**src/rtl/game_flow_controller.sv**
```systemverilog
// Game sequencer: button edge decode, game state machine, round strobes and
// HUD counters (score, lives, wave) for the Space Invaders datapath.
module game_flow_controller #(
    parameter int START_LIVES    = 3,
    parameter int POINTS_PER_HIT = 10,
    parameter int SCORE_MAX      = 999,
    parameter int RESPAWN_FRAMES = 120,
    parameter int CLEAR_FRAMES   = 90,
    parameter int WAVE_MAX       = 15
) (
    input  logic       clk,
    input  logic       reset,
    input  logic       frame_tick,
    input  logic       start_btn,
    input  logic       pause_btn,
    input  logic       alien_hit,
    input  logic       player_hit,
    input  logic       aliens_cleared,
    input  logic       invasion,
    output logic [2:0] state,
    output logic       run_en,
    output logic       paused,
    output logic       round_reload,
    output logic       respawn,
    output logic [9:0] score,
    output logic [1:0] lives,
    output logic [3:0] wave
);
    localparam logic [2:0] S_IDLE       = 3'd0;
    localparam logic [2:0] S_PLAYING    = 3'd1;
    localparam logic [2:0] S_PAUSED     = 3'd2;
    localparam logic [2:0] S_LIFE_LOST  = 3'd3;
    localparam logic [2:0] S_WAVE_CLEAR = 3'd4;
    localparam logic [2:0] S_GAME_OVER  = 3'd5;

    localparam int TMAX    = (RESPAWN_FRAMES > CLEAR_FRAMES) ? RESPAWN_FRAMES : CLEAR_FRAMES;
    localparam int TIMER_W = $clog2(TMAX + 1);

    logic               start_prev, pause_prev;
    logic               start_rise, pause_rise;
    logic [TIMER_W-1:0] timer, timer_n;
    logic [2:0]         state_n;
    logic [9:0]         score_n;
    logic [1:0]         lives_n;
    logic [3:0]         wave_n;
    logic               reload_n, respawn_n;
    logic [10:0]        score_sum;

    assign start_rise = start_btn & ~start_prev;
    assign pause_rise = pause_btn & ~pause_prev;
    assign score_sum  = {1'b0, score} + 11'(POINTS_PER_HIT);

    always_comb begin
        state_n   = state;
        score_n   = score;
        lives_n   = lives;
        wave_n    = wave;
        timer_n   = timer;
        reload_n  = 1'b0;
        respawn_n = 1'b0;
        case (state)
            S_IDLE: if (start_rise) begin
                state_n  = S_PLAYING;
                score_n  = '0;
                lives_n  = 2'(START_LIVES);
                wave_n   = 4'd1;
                reload_n = 1'b1;
            end
            S_PLAYING: begin
                // Scoring is independent of whatever transition wins this cycle.
                if (alien_hit)
                    score_n = (score_sum > 11'(SCORE_MAX)) ? 10'(SCORE_MAX) : score_sum[9:0];
                if (invasion) begin
                    state_n = S_GAME_OVER;
                end else if (player_hit) begin
                    lives_n = lives - 2'd1;
                    if (lives == 2'd1) begin
                        state_n = S_GAME_OVER;
                    end else begin
                        state_n = S_LIFE_LOST;
                        timer_n = TIMER_W'(RESPAWN_FRAMES);
                    end
                end else if (aliens_cleared) begin
                    state_n = S_WAVE_CLEAR;
                    timer_n = TIMER_W'(CLEAR_FRAMES);
                end else if (pause_rise) begin
                    state_n = S_PAUSED;
                end
            end
            S_PAUSED: if (pause_rise) state_n = S_PLAYING;
            S_LIFE_LOST: if (frame_tick) begin
                if (timer <= TIMER_W'(1)) begin
                    timer_n   = '0;
                    state_n   = S_PLAYING;
                    respawn_n = 1'b1;
                end else begin
                    timer_n = timer - TIMER_W'(1);
                end
            end
            S_WAVE_CLEAR: if (frame_tick) begin
                if (timer <= TIMER_W'(1)) begin
                    timer_n  = '0;
                    state_n  = S_PLAYING;
                    reload_n = 1'b1;
                    wave_n   = (wave < 4'(WAVE_MAX)) ? wave + 4'd1 : 4'(WAVE_MAX);
                end else begin
                    timer_n = timer - TIMER_W'(1);
                end
            end
            S_GAME_OVER: if (start_rise) state_n = S_IDLE;
            default: state_n = S_IDLE;
        endcase
    end

    // History flops reset high so a button held through reset gives no edge.
    always_ff @(posedge clk or posedge reset) begin
        if (reset) begin
            start_prev   <= 1'b1;
            pause_prev   <= 1'b1;
            state        <= S_IDLE;
            run_en       <= 1'b0;
            paused       <= 1'b0;
            round_reload <= 1'b0;
            respawn      <= 1'b0;
            score        <= '0;
            lives        <= '0;
            wave         <= '0;
            timer        <= '0;
        end else begin
            start_prev   <= start_btn;
            pause_prev   <= pause_btn;
            state        <= state_n;
            run_en       <= (state_n == S_PLAYING);
            paused       <= (state_n == S_PAUSED);
            round_reload <= reload_n;
            respawn      <= respawn_n;
            score        <= score_n;
            lives        <= lives_n;
            wave         <= wave_n;
            timer        <= timer_n;
        end
    end
endmodule
```
**config.mk**
```make
export PLATFORM = sky130hd
export DESIGN_NAME = game_flow_controller
export DESIGN_NICKNAME = d
export VERILOG_FILES = /design/src/rtl/game_flow_controller.sv
export SDC_FILE = /design/constraint.sdc
export NUM_CORES = 1
export LEC_CHECK = 0
export CORE_MARGIN = 2
export CORE_UTILIZATION = 40
export DETAILED_ROUTE_END_ITERATION = 10
export PLACE_DENSITY = 0.64
export SLEW_MARGIN = 20
export SYNTH_ARGS = -nofsm -noshare
export SYNTH_HDL_FRONTEND = slang
export SYNTH_SLANG_ARGS = --single-unit
```
**constraint.sdc**
```tcl
create_clock -name clk -period 5.8 [get_ports clk]
set_clock_uncertainty 0.1 [all_clocks]
set_input_delay 1.16 -clock clk [delete_from_list [all_inputs] [get_ports clk]]
set_output_delay 1.16 -clock clk [all_outputs]
set_load 0.02 [all_outputs]
```
==> results of run 1 <==
## worst max path at each step
stage	start	depth (start not counted)	slack (ns)	endpoint
after floorplan	player_hit	5	3.47	timer[3]
after global placement	alien_hit	5	2.39	score[8]
after detailed placement	start_btn	7	2.60	wave[3]
after CTS	state[0]	1	2.87	state[0]
after global routing	state[0]	1	2.79	state[0]
final	state[0]	1	2.88	state[0]
## logic make-up (layout without fill, tap and decap cells)
group           Yosys count  after routing  share of synthesized area, %
xor+xnor                  1              1                         0.413
fa+ha+maj                 6              6                          3.54
simple gates             90             90                          25.0
flops                    32             32                          37.9
mux                       1              1                         0.531
buf+inv                  22             50                          4.96
compound gates           83             83                          27.7
## stage by stage
| stage | cell area [um2] | hold slack [ns] |
|---|---|---|
| global placement | 2470 | 0.419 |
| finish | 2570 | 0.427 |
| floorplan | 2120 | 0.391 |
| CTS | 2570 | 0.438 |
| global route | 2570 | 0.456 |
| detailed placement | 2470 | 0.423 |
## cells in the mapped netlist (3+ instances only)
master | instances | area (um2)
nand2_1 | 20 | 75.1
nor3_1 | 5 | 25.0
nor2_1 | 14 | 52.6
nand3_1 | 10 | 50.1
buf_2 | 5 | 25.0
a21oi_1 | 15 | 75.1
dfrtp_1 | 30 | 751
o211ai_1 | 5 | 37.5
ha_1 | 6 | 75.1
clkbuf_1 | 4 | 15.0
nor2b_1 | 5 | 31.3
a31oi_1 | 8 | 50.1
and3b_1 | 3 | 26.3
nand2b_1 | 7 | 43.8
o21ai_1 | 8 | 40.0
o21ai_0 | 16 | 80.1
inv_1 | 10 | 37.5
## power breakdown
group | switching, mW | leakage, nW | total [mW] | internal [mW]
sequential | 0.122 | 0.399 | 0.406 | 0.284
clock | 0.0828 | 0.0503 | 0.188 | 0.106
combinational | 0.265 | 0.551 | 0.486 | 0.221
total | 0.470 | 1.00 | 1.08 | 0.611
## layer usage
metal	track usage, %	vias to the layer above	part of all wire, %
li1	-	940	-
met1	24.3	898	46
met2	29.9	48	49
met3	3.65	4	4.3
met4	5.82	0	0.71
met5	0	-	0
## registers in the layout, indices dropped and copies added (netlist names)
| signal | cells |
|---|---|
| timer | 7 |
| run_en | 1 |
| lives | 2 |
| paused | 1 |
| score | 10 |
| respawn | 1 |
| pause_prev | 1 |
| start_prev | 1 |
| wave | 4 |
| round_reload | 1 |
| state | 3 |
## final cells by class
class	count	area [um2]	share of cell area (%)
Inverter	11	46.3	1.80
Sequential cell	32	803	31.3
Multi-Input combinational cell	181	1220	47.4
Timing Repair Buffer	32	318	12.4
Tap cell	70	87.6	3.41
Clock buffer	7	96.3	3.75
==> metrics.md, run 1 <==
| Metric | Value |
|---|---|
| Core area | `between 0.005 and 0.006 mm2` |
| Fmax | `roughly 0.34 GHz` |
| Type of origin of the critical path | `flop` |
| Routed wire length | `5080 um` |
| Place WS | `2.60 ns` |
| Hold buffers post-CTS | `0` |
| Yosys cell types | `67` |
| Hold path cells | `1` |
| Delay-heaviest family, CP | `buffers and inverters` |
| R2r endpoint | `score[1]` |
| #FFs+latches synth | `32` |
| Sum Neg Setup Slack | `0 ns` |
| FFs w/ async S/R, synth | `100%` |
| Net Count, Synth | `between 200 and 300` |
| Synth Cell Area | `~0.0021 mm2` |
| Initial antenna violation count | `0` |
| H-tree Lvls | `2` |
| Port buffer count | `31` |
| Global route overflow | `0` |
| Max-slew violations | `0` |
| Number of global-route vias before repair | `1749` |
| Vias | `~1900` |
| Sequential-to-total area share from yosys stat | `37.9%` |
| Relative slew slack | `between 30% and 40%` |
| Crit-path cells | `clkdlybuf4s50_1` |
| All-Layer GR Usage | `18.3%` |
| Status | `complete, no violations` |
| Post-detail-place hpwl | `roughly 3700 um` |
| CP max-delay cell | `clkdlybuf4s50_1` |
| Largest net degree at the start of global routing | `33` |
| RSZ-0062 raised after global routing | `false` |
| # IOs | `32` |
| Fin crit share | `50.4%` |
| DR DRC count | `0` |
| Most common library cell in the layout ignoring fill and taps | `clkdlybuf4s50_1` |
| Post-cts resize count | `0` |
| Crit Path Max Fanout | `17` |
| Die Ht | `76.8 um` |
| Tot Pwr | `between 1 and 1.5 mW` |
| Sink Count | `32` |
| # Post-CTS Setup Buffers | `0` |
| Setup WS post-layout | `2.88 ns` |
| Post-synth EDFFs | `0` |
| Proportion of layout cells with a drive suffix above 1 | `10.3%` |
| Worst r2r src | `score[1]` |
| R2R depth | `6` |
| Hold Startpoint | `lives[1]` |
| Most used DFF post-synth | `dfrtp_1` |
| N_diodes | `0` |
| Gpl congestion | `0.918` |
| Crit Path Class | `reg -> out` |
| First-pass GRT wire length | `8740 um` |
| Pwr dens | `420 mW/mm2` |
| Core Rows | `26` |
| Hold Vio Cnt, Final | `0` |
| Iteration-0 DRC Markers | `~140` |
| CTS tree | `yes` |
| Cell count after placement | `approximately 330` |
| Worst skew pair latency | `0.28 ns` |
| Clock-pin slew on the worst setup and hold paths | `0.07 ns` |
| Number of endpoints failing setup at the final stage | `0` |
| Critical path arrival | `1.66 ns` |
| P&R area growth vs syn | `21.2%` |
| CTS Buf Count | `5` |
| Final min period | `2.92 ns` |
| Static Leak | `1.00 nW` |
| Root Buffer | `clkbuf_8` |
| Filler Cell Count | `roughly 490` |
| Initial Util | `41.5%` |
| Synth warnings | `0` |
| Max Buffers Root-to-Sink | `2` |
| Buf/Inv on CP | `1` |
| Avg Inst Size Synth | `9.02 um2` |
| Worst Max-Slew Pin Slew | `approximately 0.97 ns` |
| Critical Path Max Stage Delay | `0.71 ns` |
| WL/cell | `15.2 um` |
| TritonRoute pass-1 iters | `4` |
| Nets | `278` |
| Worst Hold Class | `reg -> reg` |
| DRT antenna net count | `0` |
| Crit path required time | `4.54 ns` |
| Crit path capture type | `output pin` |
| Flop-to-flop setup slack | `3.37 ns` |
| Most frequent cells in the layout | `clkdlybuf4s50_1 (31), dfrtp_1 (30), nand2_1 (20), o21ai_0 (16), a21oi_1 (15)` |
| Die X | `76.8 um` |
| Maximum vdd ir drop | `0.187 mV` |
| Finished Layout Cells | `333` |
| Via-to-Cell Ratio | `5.68` |
| DIE AREA | `0.00590 mm2` |
| Syn Inst Count | `235` |
| Fin util | `50.3%` |
| Hold Path End | `lives[1]` |
| # Max-Cap Violations | `0` |
No activity file was read; power rests on OpenSTA's default activity.
==> run 2: changes to the inputs <==
PLACE_DENSITY = 0.66   (was 0.64)
clock period = 2.5 ns   (was 5.8 ns; I/O delays follow)
==> run 2 against run 1 <==
Clock power up 120%. Combinational power increased to 2.5 times the previous value. Die area unchanged. Via count increased by 4.9%. Cell area grew 2.4%. Total power rose by 140%. Largest cell class unchanged.
==> metrics.md, run 2 (synthesis gave the netlist of run 1 again) <==
| Metric | Value |
|---|---|
| Reg area | `803 um2 (unchanged)` |
| Post-detail-place hpwl | `3700 um (+1.1%)` |
| Sink Count | `32 (unchanged)` |
| Core Rows | `26 (unchanged)` |
| Fin crit share | `between 90% and 100%` |
| P&R area growth vs syn | `24.1%` |
| Most frequent cells in the layout | `clkdlybuf4s50_1 (31), dfrtp_1 (30), nand2_1 (20), o21ai_0 (16), a21oi_1 (15)` |
| Worst skew pair latency | `0.28 ns (about the same)` |
| DRT antenna net count | `0 (unchanged)` |
| Status | `complete, no violations` |
| Crit path capture type | `flop` |
| Nets | `288 (+3.6%)` |
| # Max-Cap Violations | `0 (unchanged)` |
| Hold buffers post-CTS | `0 (unchanged)` |
| Hold Vio Cnt, Final | `0 (unchanged)` |
| Type of origin of the critical path | `flop` |
| Clock network fraction of total power | `16.2% (-1.2 points)` |
| Worst Max-Slew Pin Slew | `0.510 ns (-0.458 ns)` |
| N_diodes | `0 (unchanged)` |
| Core area | `0.00511 mm2 (unchanged)` |
| Worst Hold Class | `reg -> reg` |
| Fmax | `between 0.4 and 0.5 GHz` |
| Crit Path Class | `reg -> reg` |
| Critical Path Max Stage Delay | `0.51 ns (-0.20 ns)` |
| Max-slew violations | `0 (unchanged)` |
| Vias | `1983 (+4.9%)` |
| Sw power | `1.10 mW (+140%)` |
| Filler Cell Count | `477 (-1.6%)` |
| Via-to-Cell Ratio | `5.76 (+1.6%)` |
| Pwr dens | `969 mW/mm2 (+130%)` |
| Crit-path cells | `ha_1 -> nand2b_1 -> o32a_1 -> a2111oi_4 -> o211ai_2 -> a31o_1` |
| Crit path required time | `2.57 ns (-1.97 ns)` |
| Max reg flops | `10 (unchanged)` |
| Gpl congestion | `0.833 (-9.3%)` |
| Number of global-route vias before repair | `1926 (+10%)` |
| Initial antenna violation count | `0 (unchanged)` |
| Static Leak | `1.05 nW (+4.5%)` |
| Sum Neg Setup Slack | `0 ns (unchanged)` |
| Seq pwr share | `35.8% (-1.8 points)` |
| Max Buffers Root-to-Sink | `2 (unchanged)` |
| Internal Dissipation | `1.45 mW (+140%)` |
| Routed wire length | `5120 um (+0.91%)` |
| DR DRC count | `0 (unchanged)` |
| Maximum vdd ir drop | `0.490 mV (+160%)` |
| Port buffer count | `31 (unchanged)` |
| Area after DPL | `0.00254 mm2 (+2.8%)` |
| Sw Share | `43.3% (-0.17 points)` |
| Global route overflow | `0 (unchanged)` |
| Number of endpoints failing setup at the final stage | `0 (unchanged)` |
| Top reg by flops | `score` |
| Combinational share of power | `47.9% (+2.9 points)` |
| # IOs | `32 (unchanged)` |
| WL/cell | `14.9 um (-2.3%)` |
| Critical path arrival | `2.37 ns (+0.71 ns)` |
| All-Layer GR Usage | `18.6% (+0.33 points)` |
| Root Buffer | `clkbuf_8` |
| TritonRoute pass-1 iters | `4 (unchanged)` |
| Multi-input gate area | `0.00121 mm2 (-0.51%)` |
| H-tree Lvls | `2 (unchanged)` |
| RSZ-0062 raised after global routing | `false` |
| Relative slew slack | `66.0% (+31 points)` |
| Clock-pin slew on the worst setup and hold paths | `0.07 ns (about the same)` |
| # Post-CTS Setup Buffers | `0 (unchanged)` |
| Iteration-0 DRC Markers | `161 (+18%)` |
| Initial Util | `41.5% (unchanged)` |
| CP max-delay cell | `dfrtp_1` |
| Final Cell Area | `0.00263 mm2 (+2.4%)` |
| Crit Path Max Fanout | `9 (-8)` |
| Proportion of layout cells with a drive suffix above 1 | `12.8% (+2.5 points)` |
| Post-cts resize count | `0 (unchanged)` |
| Final min period | `2.30 ns` |
| Biggest regs | `score (10), timer (7), wave (4)` |
| Die X | `76.8 um (unchanged)` |
| Largest net degree at the start of global routing | `33 (unchanged)` |
| Die Ht | `76.8 um (unchanged)` |
| First-pass GRT wire length | `8960 um (+2.5%)` |
| Most common library cell in the layout ignoring fill and taps | `clkdlybuf4s50_1` |
| CTS Buf Count | `5 (unchanged)` |
| CTS tree | `yes` |
| DIE AREA | `0.00590 mm2 (unchanged)` |
==> run 2: cell type report <==
class | instances | share of cell area (%)
clock buffers | 8 | 3.42
inverters | 11 | 1.76
multi-input cells | 181 | 46.1
flip-flops and latches | 32 | 30.5
well taps | 70 | 3.33
repair buffers | 42 | 14.9
==> run 2: per-layer routing <==
metal,GRT usage (%),wire length [um],share of wire [%]
met1,24.2,2320,45
met2,29.9,2410,47
met3,3.88,276,5.4
met4,8.00,116,2.3
met5,0,0,0
==> run 2: stage by stage <==
step,hold slack (ns),setup slack (ns),power (mW),std cells,util [%]
floorplan,0.391,0.319,1.70,235,-
global placement,0.416,0.299,2.13,336,49.8
detailed placement,0.420,0.233,2.14,336,49.8
CTS,0.435,0.214,2.55,344,51.5
global route,0.465,0.0282,2.75,344,51.5
finish,0.431,0.201,2.55,344,51.5
==> run 2: power by group through the flow <==
stage               Clock (mW)  Combinational, mW  Sequential [mW]
floorplan                    0              0.788            0.912
global placement             0               1.22            0.912
detailed placement           0               1.22            0.915
CTS                      0.423               1.22            0.908
global route             0.451               1.35            0.949
finish                   0.414               1.22            0.913
==> run 2: critical path: cells and delay by family, from the launching register on <==
kind            cells  cell delay [ns]
fa+ha+maj           1             0.36
simple gates        1             0.08
flops               1             0.51
compound gates      4             1.14
==> run 2: worst paths after layout <==
path | start | endpoint | slack (ns) | depth (start not counted)
max | score[2] | score[0] | 0.20 | 6
min | lives[1] | lives[1] | 0.43 | 1
max reg2reg | score[2] | score[0] | 0.20 | 6
min reg2reg | lives[1] | lives[1] | 0.43 | 1
max in group asynchronous | reset | start_prev | 1.46 | 3
min in group asynchronous | reset | score[4] | 0.50 | 3
